### src/rtl/ex_mem_pkg.sv
// Shared widths, control constants and the EX/MEM register bundle type.
package ex_mem_pkg;

    localparam int RegBus       = 32;
    localparam int RegAddBus    = 5;
    localparam int AluOpBus     = 8;
    localparam int DoubleRegBus = 64;

    localparam logic RstEnable   = 1'b1;
    localparam logic WriteEnable = 1'b1;

    // Everything the EX/MEM register holds, including the madd/msub intermediate
    typedef struct packed {
        logic [RegAddBus-1:0]    wd;
        logic                    wreg;
        logic [RegBus-1:0]       wdata;
        logic                    whilo;
        logic [RegBus-1:0]       hi;
        logic [RegBus-1:0]       lo;
        logic [AluOpBus-1:0]     aluop;
        logic [RegBus-1:0]       mem_addr;
        logic [RegBus-1:0]       reg2;
        logic [DoubleRegBus-1:0] hilo;
        logic [1:0]              cnt;
    } ex_mem_regs_t;

    // What the register does on the next edge (reset is handled in the flop itself)
    typedef enum logic [1:0] {
        UPD_CLEAR  = 2'd0,
        UPD_BUBBLE = 2'd1,
        UPD_PASS   = 2'd2,
        UPD_HOLD   = 2'd3
    } upd_e;

    // Priority decode of flush and the execute/memory stall bits
    function automatic upd_e decode_update(input logic flush_i,
                                           input logic ex_stall_i,
                                           input logic mem_stall_i);
        upd_e upd;
        if (flush_i == 1'b1) begin
            upd = UPD_CLEAR;
        end else if (ex_stall_i == 1'b1 && mem_stall_i == 1'b0) begin
            upd = UPD_BUBBLE;
        end else if (ex_stall_i == 1'b0) begin
            upd = UPD_PASS;
        end else begin
            upd = UPD_HOLD;
        end
        return upd;
    endfunction

endpackage

### src/rtl/ex_mem.sv
// EX/MEM pipeline register: captures execute results, inserts bubbles on an
// execute-only stall, and parks the madd/msub intermediate while execute waits.
module ex_mem
    import ex_mem_pkg::*;
(
    input  logic                    clk,
    input  logic                    rst,
    input  logic [5:0]              stall,
    input  logic                    flush,
    input  logic [RegAddBus-1:0]    ex_wd,
    input  logic                    ex_wreg,
    input  logic [RegBus-1:0]       ex_wdata,
    input  logic                    ex_whilo,
    input  logic [RegBus-1:0]       ex_hi,
    input  logic [RegBus-1:0]       ex_lo,
    input  logic [AluOpBus-1:0]     ex_aluop,
    input  logic [RegBus-1:0]       ex_mem_addr,
    input  logic [RegBus-1:0]       ex_reg2,
    input  logic [DoubleRegBus-1:0] hilo_i,
    input  logic [1:0]              cnt_i,
    output logic [RegAddBus-1:0]    mem_wd,
    output logic                    mem_wreg,
    output logic [RegBus-1:0]       mem_wdata,
    output logic                    mem_whilo,
    output logic [RegBus-1:0]       mem_hi,
    output logic [RegBus-1:0]       mem_lo,
    output logic [AluOpBus-1:0]     mem_aluop,
    output logic [RegBus-1:0]       mem_mem_addr,
    output logic [RegBus-1:0]       mem_reg2,
    output logic [DoubleRegBus-1:0] hilo_o,
    output logic [1:0]              cnt_o
);

    ex_mem_regs_t ex_s;
    ex_mem_regs_t regs_d;
    ex_mem_regs_t regs_q;
    upd_e         upd_s;
    logic         unused_stall_s;

    // Only the execute and memory stall bits matter to this stage
    assign unused_stall_s = ^{stall[5], stall[2:0]};

    // Gather the execute-side inputs into one bundle
    always_comb begin
        ex_s          = '0;
        ex_s.wd       = ex_wd;
        ex_s.wreg     = ex_wreg;
        ex_s.wdata    = ex_wdata;
        ex_s.whilo    = ex_whilo;
        ex_s.hi       = ex_hi;
        ex_s.lo       = ex_lo;
        ex_s.aluop    = ex_aluop;
        ex_s.mem_addr = ex_mem_addr;
        ex_s.reg2     = ex_reg2;
        ex_s.hilo     = hilo_i;
        ex_s.cnt      = cnt_i;
    end

    // Next-state priority chain: flush, bubble, pass-through, hold
    always_comb begin
        regs_d = regs_q;
        upd_s  = decode_update(flush, stall[3], stall[4]);
        case (upd_s)
            UPD_CLEAR: begin
                regs_d = '0;
            end
            UPD_BUBBLE: begin
                // Bubble writes nothing downstream but keeps execute's intermediate
                regs_d      = '0;
                regs_d.hilo = ex_s.hilo;
                regs_d.cnt  = ex_s.cnt;
            end
            UPD_PASS: begin
                // Intermediate is only meaningful across a stall; drop it on advance
                regs_d      = ex_s;
                regs_d.hilo = '0;
                regs_d.cnt  = 2'd0;
            end
            UPD_HOLD: begin
                regs_d = regs_q;
            end
            default: begin
                regs_d = '0;
            end
        endcase
    end

    // State register with synchronous reset
    always_ff @(posedge clk) begin
        if (rst == RstEnable) begin
            regs_q <= '0;
        end else begin
            regs_q <= regs_d;
        end
    end

    assign mem_wd       = regs_q.wd;
    assign mem_wreg     = regs_q.wreg;
    assign mem_wdata    = regs_q.wdata;
    assign mem_whilo    = regs_q.whilo;
    assign mem_hi       = regs_q.hi;
    assign mem_lo       = regs_q.lo;
    assign mem_aluop    = regs_q.aluop;
    assign mem_mem_addr = regs_q.mem_addr;
    assign mem_reg2     = regs_q.reg2;
    assign hilo_o       = regs_q.hilo;
    assign cnt_o        = regs_q.cnt;

endmodule
### config.mk
export PLATFORM = sky130hd
export DESIGN_NAME = ex_mem
export DESIGN_NICKNAME = d
export VERILOG_FILES = /design/src/rtl/ex_mem_pkg.sv /design/src/rtl/ex_mem.sv
export SDC_FILE = /design/constraint.sdc
export NUM_CORES = 1
export LEC_CHECK = 0
export CAP_MARGIN = 20
export CORE_AREA = 2 2 189 191
export DETAILED_ROUTE_END_ITERATION = 10
export DIE_AREA = 0 0 191 193
export DONT_BUFFER_PORTS = 1
export SYNTH_ARGS = -nofsm -noshare
export SYNTH_HDL_FRONTEND = slang
export SYNTH_SLANG_ARGS = --single-unit
### constraint.sdc
create_clock -name clk -period 2.6 [get_ports clk]
set_input_delay 0.52 -clock clk [delete_from_list [all_inputs] [get_ports clk]]
set_output_delay 0.52 -clock clk [all_outputs]
set_load 0.01 [all_outputs]
==> impl_results.html, run 1 <==
<table>
<tr><th>Metric</th><th>Value</th></tr>
<tr><th colspan="2">Status</th></tr>
<tr><td>Run status</td><td>finished, final reports clean</td></tr>
<tr><th colspan="2">Global route</th></tr>
<tr><td>Global-route wire length before repair</td><td>about 34000 um</td></tr>
<tr><td>Overall Global Routing Usage</td><td>0.115</td></tr>
<tr><td>Pin count of the biggest net entering global routing</td><td>352</td></tr>
<tr><td>Number of antenna violations at the first check in global routing</td><td>2</td></tr>
<tr><td>Overflow after GRT</td><td>0</td></tr>
<tr><td>Via count of the first global-routing pass</td><td>roughly 6300</td></tr>
<tr><th colspan="2">Job</th></tr>
<tr><td>Max-Cap Viols</td><td>0</td></tr>
<tr><th colspan="2">Timing</th></tr>
<tr><td>Max-slew headroom at the worst pin</td><td>0.550</td></tr>
<tr><td>Fmax</td><td>approximately 670 MHz</td></tr>
<tr><td>Fin Clk Skew</td><td>0 ps</td></tr>
<tr><td>Count of endpoints failing setup in the final report</td><td>0</td></tr>
<tr><td>Final Max Slew Viols</td><td>0</td></tr>
<tr><td>Final-layout setup total negative slack</td><td>0 ps</td></tr>
<tr><td>Crit path time final</td><td>1500 ps</td></tr>
<tr><td>Fin crit share</td><td>0.576</td></tr>
<tr><td>Final Hold Viols</td><td>0</td></tr>
<tr><td>Worst Tran Pin Value</td><td>675 ps</td></tr>
<tr><td>RSZ-0062 raised after global routing</td><td>no</td></tr>
<tr><th colspan="2">Drt</th></tr>
<tr><td>Routed via count divided by cell count</td><td>4.73</td></tr>
<tr><td>Total vias in the final route</td><td>6682</td></tr>
<tr><td>Detailed-route wire length</td><td>24200 um</td></tr>
<tr><td>Initial drt markers</td><td>283</td></tr>
<tr><td>DRC Markers</td><td>0</td></tr>
<tr><td>Drt first pass iters</td><td>4</td></tr>
<tr><td>Detail-routed net length per standard cell</td><td>roughly 17 um</td></tr>
<tr><td>Number of nets still failing antenna checks after routing</td><td>0</td></tr>
<tr><th colspan="2">Synth</th></tr>
<tr><td>Most area-hungry cell type in the Yosys netlist</td><td>sky130_fd_sc_hd__dfxtp_1</td></tr>
<tr><td>Count of distinct cell types in the synthesized netlist</td><td>13</td></tr>
<tr><td>Synth warnings</td><td>0</td></tr>
<tr><td>Async set or reset register ratio after synthesis</td><td>0</td></tr>
<tr><td>Synthesized netlist cell count</td><td>around 1000</td></tr>
<tr><td>Number of flops mapped to enable cells by yosys</td><td>0</td></tr>
<tr><td>Mean cell area of the mapped netlist</td><td>9.08 sq um</td></tr>
<tr><td>Area of the mapped netlist</td><td>9020 sq um</td></tr>
<tr><td>Portion of the post-synthesis area used by sequential elements</td><td>0.535</td></tr>
<tr><td>Area share of the leading cell type in the synthesized netlist</td><td>0.535</td></tr>
<tr><td>FF+latch count, synth</td><td>241</td></tr>
<tr><td>Top cells by instance count after synthesis</td><td>sky130_fd_sc_hd__dfxtp_1, sky130_fd_sc_hd__a21oi_1, sky130_fd_sc_hd__nand2b_1, sky130_fd_sc_hd__nand3_1</td></tr>
<tr><td>Leading post-synthesis cells by cell area</td><td>sky130_fd_sc_hd__dfxtp_1, sky130_fd_sc_hd__nand2b_1, sky130_fd_sc_hd__a21oi_1</td></tr>
<tr><td>Most frequent cell after synthesis</td><td>sky130_fd_sc_hd__dfxtp_1</td></tr>
<tr><td>Number of nets produced by synthesis</td><td>around 1200</td></tr>
<tr><td>Synth Flop Type</td><td>sky130_fd_sc_hd__dfxtp_1</td></tr>
<tr><th colspan="2">Clock network</th></tr>
<tr><td>Number of buffers inserted during clock tree synthesis</td><td>27</td></tr>
<tr><td>Number of setup buffers added after CTS</td><td>0</td></tr>
<tr><td>CTS sink cnt</td><td>241</td></tr>
<tr><td>Number of resized instances in the post-cts repair step</td><td>0</td></tr>
<tr><td>Clock root buffer</td><td>sky130_fd_sc_hd__clkbuf_16</td></tr>
<tr><td>CTS tree</td><td>done</td></tr>
<tr><td>CTS HTree Levels</td><td>1</td></tr>
<tr><td>Clock-pin transition on the worst setup and hold timing paths</td><td>60 ps</td></tr>
<tr><td>Post-CTS Hold Buffers</td><td>0</td></tr>
<tr><td>CTS Buffer Depth</td><td>3</td></tr>
<tr><td>Clock latency reported for the late side of the worst-skew pair</td><td>520 ps</td></tr>
<tr><th colspan="2">Worst setup path</th></tr>
<tr><td>Nature of the critical path startpoint</td><td>register</td></tr>
<tr><td>Peak fanout along the critical path</td><td>2</td></tr>
<tr><td>Arrival time worst endpoint</td><td>980 ps</td></tr>
<tr><td>Kind of capture point of the worst setup path</td><td>output pin</td></tr>
<tr><td>Startpoint-to-endpoint class of the critical path</td><td>reg -&gt; out</td></tr>
<tr><td>Required time reported for the critical path endpoint</td><td>2080 ps</td></tr>
<tr><th colspan="2">Die</th></tr>
<tr><td>Standard cell core area</td><td>roughly 35000 sq um</td></tr>
<tr><td>FP Rows</td><td>69</td></tr>
<tr><td>Die Footprint</td><td>36900 sq um</td></tr>
<tr><td>Effective utilization at floorplan</td><td>0.258</td></tr>
<tr><td>Top-level I/O count</td><td>~490</td></tr>
<tr><td>Chip Height</td><td>about 190 um</td></tr>
<tr><td>Die width</td><td>191 um</td></tr>
<tr><th colspan="2">Power and ir drop</th></tr>
<tr><td>Lkg Pwr</td><td>3.54 nW</td></tr>
<tr><td>Peak supply drop</td><td>roughly 0.43 mV</td></tr>
<tr><td>Power density over cell area</td><td>784 nW/um^2</td></tr>
<tr><th colspan="2">Placed design</th></tr>
<tr><td>RePlAce Congestion</td><td>around 0.79</td></tr>
<tr><td>Half-perimeter wire length after placement</td><td>16200 um</td></tr>
<tr><td>PortBufs</td><td>0</td></tr>
<tr><th colspan="2">Final layout</th></tr>
<tr><td>Fraction of layout instances using a drive strength above 1</td><td>0.0484</td></tr>
<tr><td>Post-layout net count</td><td>1185</td></tr>
<tr><td>Synthesis-to-layout area growth</td><td>12.3%</td></tr>
<tr><td>Utilization of the core after routing</td><td>0.290</td></tr>
<tr><th colspan="2">Min path</th></tr>
<tr><td>Worst hold-check path type</td><td>in -&gt; reg</td></tr>
</table>
[area by class of cell]
cell class | count | area [sq um]
clock inverter | 4 | 70.1
antenna | 2 | 5.00
tap | 461 | 577
clock buffer | 41 | 798
timing repair buffer | 6 | 82.6
fill | 3661 | 24800
multi-input combinational | 659 | 3770
sequential | 241 | 4820
[metrics by stage]
stage	total power [W]	cell area, sq um	hold WS (ps)	worst slack [ps]	cells
global placement	0.00429	9260	501	1030	1367
finish	0.00794	10100	129	1100	1414
CTS	0.00806	10100	91.8	1040	1412
detailed placement	0.00430	9260	506	998	1367
global route	0.00823	10100	111	1040	1414
floorplan	0.00434	9020	492	1140	993
[power by group]
| group | switching, W | internal, W | leakage (nW) |
|---|---|---|---|
| combinational | 0.000141 | 0.000161 | 1.16 |
| clock | 0.00144 | 0.00228 | 0.427 |
| sequential | 0.000120 | 0.00379 | 1.96 |
[metal layers]
| metal | wire length, um | global-route usage | up-vias |
|---|---|---|---|
| met2 | 11900 | 0.200 | 342 |
| met4 | 796 | 0.0540 | 0 |
| met1 | 9010 | 0.128 | 3066 |
| li1 | - | - | 3230 |
| met5 | 0 | 0 | - |
| met3 | 2420 | 0.0380 | 44 |
[cell families after synthesis]
logic type,Yosys count,synth area share
simple gates,418,0.248
buf+inv,93,0.0473
mux,66,0.0732
compound gates,175,0.0971
flops,241,0.535
[sequential cells by signal, indices dropped and copies added, names as in the netlist]
signal        flops
mem_mem_addr     32
mem_aluop         8
cnt_o             2
mem_wreg          1
mem_lo           32
mem_hi           32
mem_wd            5
mem_reg2         32
mem_whilo         1
mem_wdata        32
hilo_o           64
[cell usage in the layout (no fill, tap or decap)]
master                        n
sky130_fd_sc_hd__a21oi_1    175
sky130_fd_sc_hd__buf_12       3
sky130_fd_sc_hd__buf_4        3
sky130_fd_sc_hd__bufinv_16    2
sky130_fd_sc_hd__clkbuf_1     7
sky130_fd_sc_hd__clkbuf_16   27
sky130_fd_sc_hd__clkbuf_8     7
sky130_fd_sc_hd__clkinv_2     2
sky130_fd_sc_hd__dfxtp_1    241
sky130_fd_sc_hd__diode_2      2
sky130_fd_sc_hd__mux2i_1     66
sky130_fd_sc_hd__nand2b_1   175
sky130_fd_sc_hd__nand3_1    175
sky130_fd_sc_hd__nor2_1      66
sky130_fd_sc_hd__or2_4        1
sky130_fd_sc_hd__or3b_2       1
[worst paths after layout]
check / slack (ps) / cells after the start / endpoint / start
setup reg to reg: 1830 / 2 / mem_mem_addr[5]$_SDFFE_PP0P_ / mem_mem_addr[5]$_SDFFE_PP0P_
hold / removal: 130 / 2 / mem_mem_addr[13]$_SDFFE_PP0P_ / ex_mem_addr[13]
setup / recovery: 1100 / 0 / mem_mem_addr[20] / mem_mem_addr[20]$_SDFFE_PP0P_
hold reg to reg: 510 / 2 / mem_mem_addr[25]$_SDFFE_PP0P_ / mem_mem_addr[25]$_SDFFE_PP0P_
No activity file was read; power rests on OpenSTA's default activity.
==> inputs of run 2 (changes only) <==
Clock period 2.6 ns to 1.3 ns, I/O delays scaled along.
==> impl_results.html, run 2 <==
<table>
<tr><th>Metric</th><th>Value</th></tr>
<tr><th colspan="2">Clock network</th></tr>
<tr><td>Post-CTS Hold Buffers</td><td>286 (+286)</td></tr>
<tr><td>CTS Buffer Depth</td><td>3 (unchanged)</td></tr>
<tr><td>CTS sink cnt</td><td>241 (unchanged)</td></tr>
<tr><td>Clock root buffer</td><td>sky130_fd_sc_hd__clkbuf_16</td></tr>
<tr><td>Number of buffers inserted during clock tree synthesis</td><td>26 (-3.7%)</td></tr>
<tr><td>Number of setup buffers added after CTS</td><td>0 (unchanged)</td></tr>
<tr><td>Number of resized instances in the post-cts repair step</td><td>0 (unchanged)</td></tr>
<tr><td>CTS HTree Levels</td><td>1 (unchanged)</td></tr>
<tr><th colspan="2">Synth</th></tr>
<tr><td>Synthesized netlist cell count</td><td>993 (unchanged)</td></tr>
<tr><td>Most frequent cell after synthesis</td><td>sky130_fd_sc_hd__dfxtp_1</td></tr>
<tr><td>Synth warnings</td><td>0 (unchanged)</td></tr>
<tr><td>Area of the mapped netlist</td><td>9020 sq um (unchanged)</td></tr>
<tr><td>Leading post-synthesis cells by cell area</td><td>sky130_fd_sc_hd__dfxtp_1, sky130_fd_sc_hd__nand2b_1, sky130_fd_sc_hd__a21oi_1</td></tr>
<tr><td>FF+latch count, synth</td><td>241 (unchanged)</td></tr>
<tr><td>Top cells by instance count after synthesis</td><td>sky130_fd_sc_hd__dfxtp_1, sky130_fd_sc_hd__a21oi_1, sky130_fd_sc_hd__nand2b_1, sky130_fd_sc_hd__nand3_1</td></tr>
<tr><td>Mean cell area of the mapped netlist</td><td>9.08 sq um (unchanged)</td></tr>
<tr><td>Number of flops mapped to enable cells by yosys</td><td>0 (unchanged)</td></tr>
<tr><td>Portion of the post-synthesis area used by sequential elements</td><td>0.535 (unchanged)</td></tr>
<tr><td>Synth Flop Type</td><td>sky130_fd_sc_hd__dfxtp_1</td></tr>
<tr><td>Area share of the leading cell type in the synthesized netlist</td><td>0.535 (unchanged)</td></tr>
<tr><td>Number of nets produced by synthesis</td><td>1243 (unchanged)</td></tr>
<tr><td>Most area-hungry cell type in the Yosys netlist</td><td>sky130_fd_sc_hd__dfxtp_1</td></tr>
<tr><td>Count of distinct cell types in the synthesized netlist</td><td>13 (unchanged)</td></tr>
<tr><td>Async set or reset register ratio after synthesis</td><td>0 (unchanged)</td></tr>
<tr><th colspan="2">Status</th></tr>
<tr><td>Run-stopping error</td><td>[ERROR RSZ-0060] Max buffer count reached.</td></tr>
<tr><td>Last stage reached</td><td>clock tree synthesis</td></tr>
<tr><td>Run status</td><td>aborted with a tool error</td></tr>
<tr><th colspan="2">Die</th></tr>
<tr><td>FP Rows</td><td>69 (unchanged)</td></tr>
<tr><td>Chip Height</td><td>193 um (unchanged)</td></tr>
<tr><td>Top-level I/O count</td><td>491 (unchanged)</td></tr>
<tr><td>Die width</td><td>191 um (unchanged)</td></tr>
<tr><td>Effective utilization at floorplan</td><td>0.258 (unchanged)</td></tr>
<tr><th colspan="2">Placed design</th></tr>
<tr><td>Half-perimeter wire length after placement</td><td>16500 um (+1.5%)</td></tr>
<tr><td>RePlAce Congestion</td><td>0.803 (+1.2%)</td></tr>
<tr><td>PortBufs</td><td>0 (unchanged)</td></tr>
<tr><td>Placed insts</td><td>1377 (+0.73%)</td></tr>
</table>
## run 2: cell counts after synthesis
Identical to the previous run, type by type.
## run 2: cells by family after synthesis
| family | share of synthesized area |
|---|---|
| compound gates | 0.0971 |
| buf+inv | 0.0473 |
| flops | 0.535 |
| simple gates | 0.248 |
| mux | 0.0732 |
## run 2: stage by stage
step	setup slack, ps	util	hold WS [ps]	instance area [sq um]
3_5_place_dp	93.8	0.269	414	9390
2_1_floorplan	100	-	404	9020
3_3_place_gp	114	0.269	406	9390
==> inputs of run 3 (changes only) <==
Settings changed: CORE_AREA 2 2 189 191 to 2 2 190 192, DIE_AREA 0 0 191 193 to 0 0 192 194, PLACE_DENSITY_LB_ADDON set to 0.15.
Clock period 1.3 ns to 1.7 ns, I/O delays scaled along.
==> impl_results.html, run 3 <==
<table>
<tr><th>Metric</th><th>Value</th></tr>
<tr><th colspan="2">Synth</th></tr>
<tr><td>Mean cell area of the mapped netlist</td><td>9.08 sq um (unchanged)</td></tr>
<tr><td>Area share of the leading cell type in the synthesized netlist</td><td>0.535 (unchanged)</td></tr>
<tr><td>Area share of and/or/nand/nor cells after synthesis</td><td>0.248 (unchanged)</td></tr>
<tr><td>Xor and xnor fraction of the mapped netlist area</td><td>0 (unchanged)</td></tr>
<tr><td>Leading post-synthesis cells by cell area</td><td>sky130_fd_sc_hd__dfxtp_1, sky130_fd_sc_hd__nand2b_1, sky130_fd_sc_hd__a21oi_1</td></tr>
<tr><td>Synthesized netlist cell count</td><td>993 (unchanged)</td></tr>
<tr><td>Number of flops mapped to enable cells by yosys</td><td>0 (unchanged)</td></tr>
<tr><td>Share of cell area taken by muxes after synthesis</td><td>0.0732 (unchanged)</td></tr>
<tr><td>FF+latch count, synth</td><td>241 (unchanged)</td></tr>
<tr><td>Compound-gate portion of the synthesized area</td><td>0.0971 (unchanged)</td></tr>
<tr><td>Async set or reset register ratio after synthesis</td><td>0 (unchanged)</td></tr>
<tr><td>Synth warnings</td><td>0 (unchanged)</td></tr>
<tr><td>Top cells by instance count after synthesis</td><td>sky130_fd_sc_hd__dfxtp_1, sky130_fd_sc_hd__a21oi_1, sky130_fd_sc_hd__nand2b_1, sky130_fd_sc_hd__nand3_1</td></tr>
<tr><td>Portion of the post-synthesis area used by sequential elements</td><td>0.535 (unchanged)</td></tr>
<tr><td>Number of nets produced by synthesis</td><td>1243 (unchanged)</td></tr>
<tr><td>Count of distinct cell types in the synthesized netlist</td><td>13 (unchanged)</td></tr>
<tr><td>Main combinational cell family by area after synthesis</td><td>simple AND/OR/NAND/NOR gates</td></tr>
<tr><td>Post-synthesis share of cell area spent on full adders, half adders and majority gates</td><td>0 (unchanged)</td></tr>
<tr><td>Area of the mapped netlist</td><td>9020 sq um (unchanged)</td></tr>
<tr><td>Most frequent cell after synthesis</td><td>sky130_fd_sc_hd__dfxtp_1</td></tr>
<tr><td>Most area-hungry cell type in the Yosys netlist</td><td>sky130_fd_sc_hd__dfxtp_1</td></tr>
<tr><td>Synth Flop Type</td><td>sky130_fd_sc_hd__dfxtp_1</td></tr>
<tr><th colspan="2">Status</th></tr>
<tr><td>Run status</td><td>aborted with a tool error</td></tr>
<tr><td>Run-stopping error</td><td>[ERROR RSZ-0060] Max buffer count reached.</td></tr>
<tr><td>Last stage reached</td><td>clock tree synthesis</td></tr>
<tr><th colspan="2">Placed design</th></tr>
<tr><td>PortBufs</td><td>0 (unchanged)</td></tr>
<tr><td>RePlAce Congestion</td><td>0.735 (-8.5%)</td></tr>
<tr><td>Half-perimeter wire length after placement</td><td>17700 um (+7.7%)</td></tr>
<tr><th colspan="2">Clock network</th></tr>
<tr><td>Number of buffers inserted during clock tree synthesis</td><td>27 (+3.8%)</td></tr>
<tr><td>Number of setup buffers added after CTS</td><td>0 (unchanged)</td></tr>
<tr><td>CTS HTree Levels</td><td>1 (unchanged)</td></tr>
<tr><td>Clock root buffer</td><td>sky130_fd_sc_hd__clkbuf_16</td></tr>
<tr><td>CTS Buffer Depth</td><td>3 (unchanged)</td></tr>
<tr><td>Number of resized instances in the post-cts repair step</td><td>0 (unchanged)</td></tr>
<tr><td>CTS sink cnt</td><td>241 (unchanged)</td></tr>
<tr><td>Post-CTS Hold Buffers</td><td>283 (-1.0%)</td></tr>
<tr><th colspan="2">Die</th></tr>
<tr><td>Chip Height</td><td>194 um (+0.52%)</td></tr>
<tr><td>Effective utilization at floorplan</td><td>0.256 (-0.00190)</td></tr>
<tr><td>Top-level I/O count</td><td>491 (unchanged)</td></tr>
<tr><td>FP Rows</td><td>69 (unchanged)</td></tr>
<tr><td>Die width</td><td>192 um (+0.52%)</td></tr>
</table>
[run 3: cell counts after synthesis]
Identical to the previous run, type by type.
[run 3: stage by stage]
stage | std cells | cell area (sq um) | setup slack, ps | hold slack [ps] | util
2_1_floorplan | 993 | 9020 | 420 | 484 | -
3_3_place_gp | 1367 | 9260 | 423 | 487 | 0.263
3_5_place_dp | 1367 | 9260 | 403 | 494 | 0.263
[run 3: cells by family after synthesis]
family                 after synthesis
buffers and inverters               93
DFF                                241
muxes                               66
and+or+nand+nor                    418
AOI/OAI and AO/OA                  175
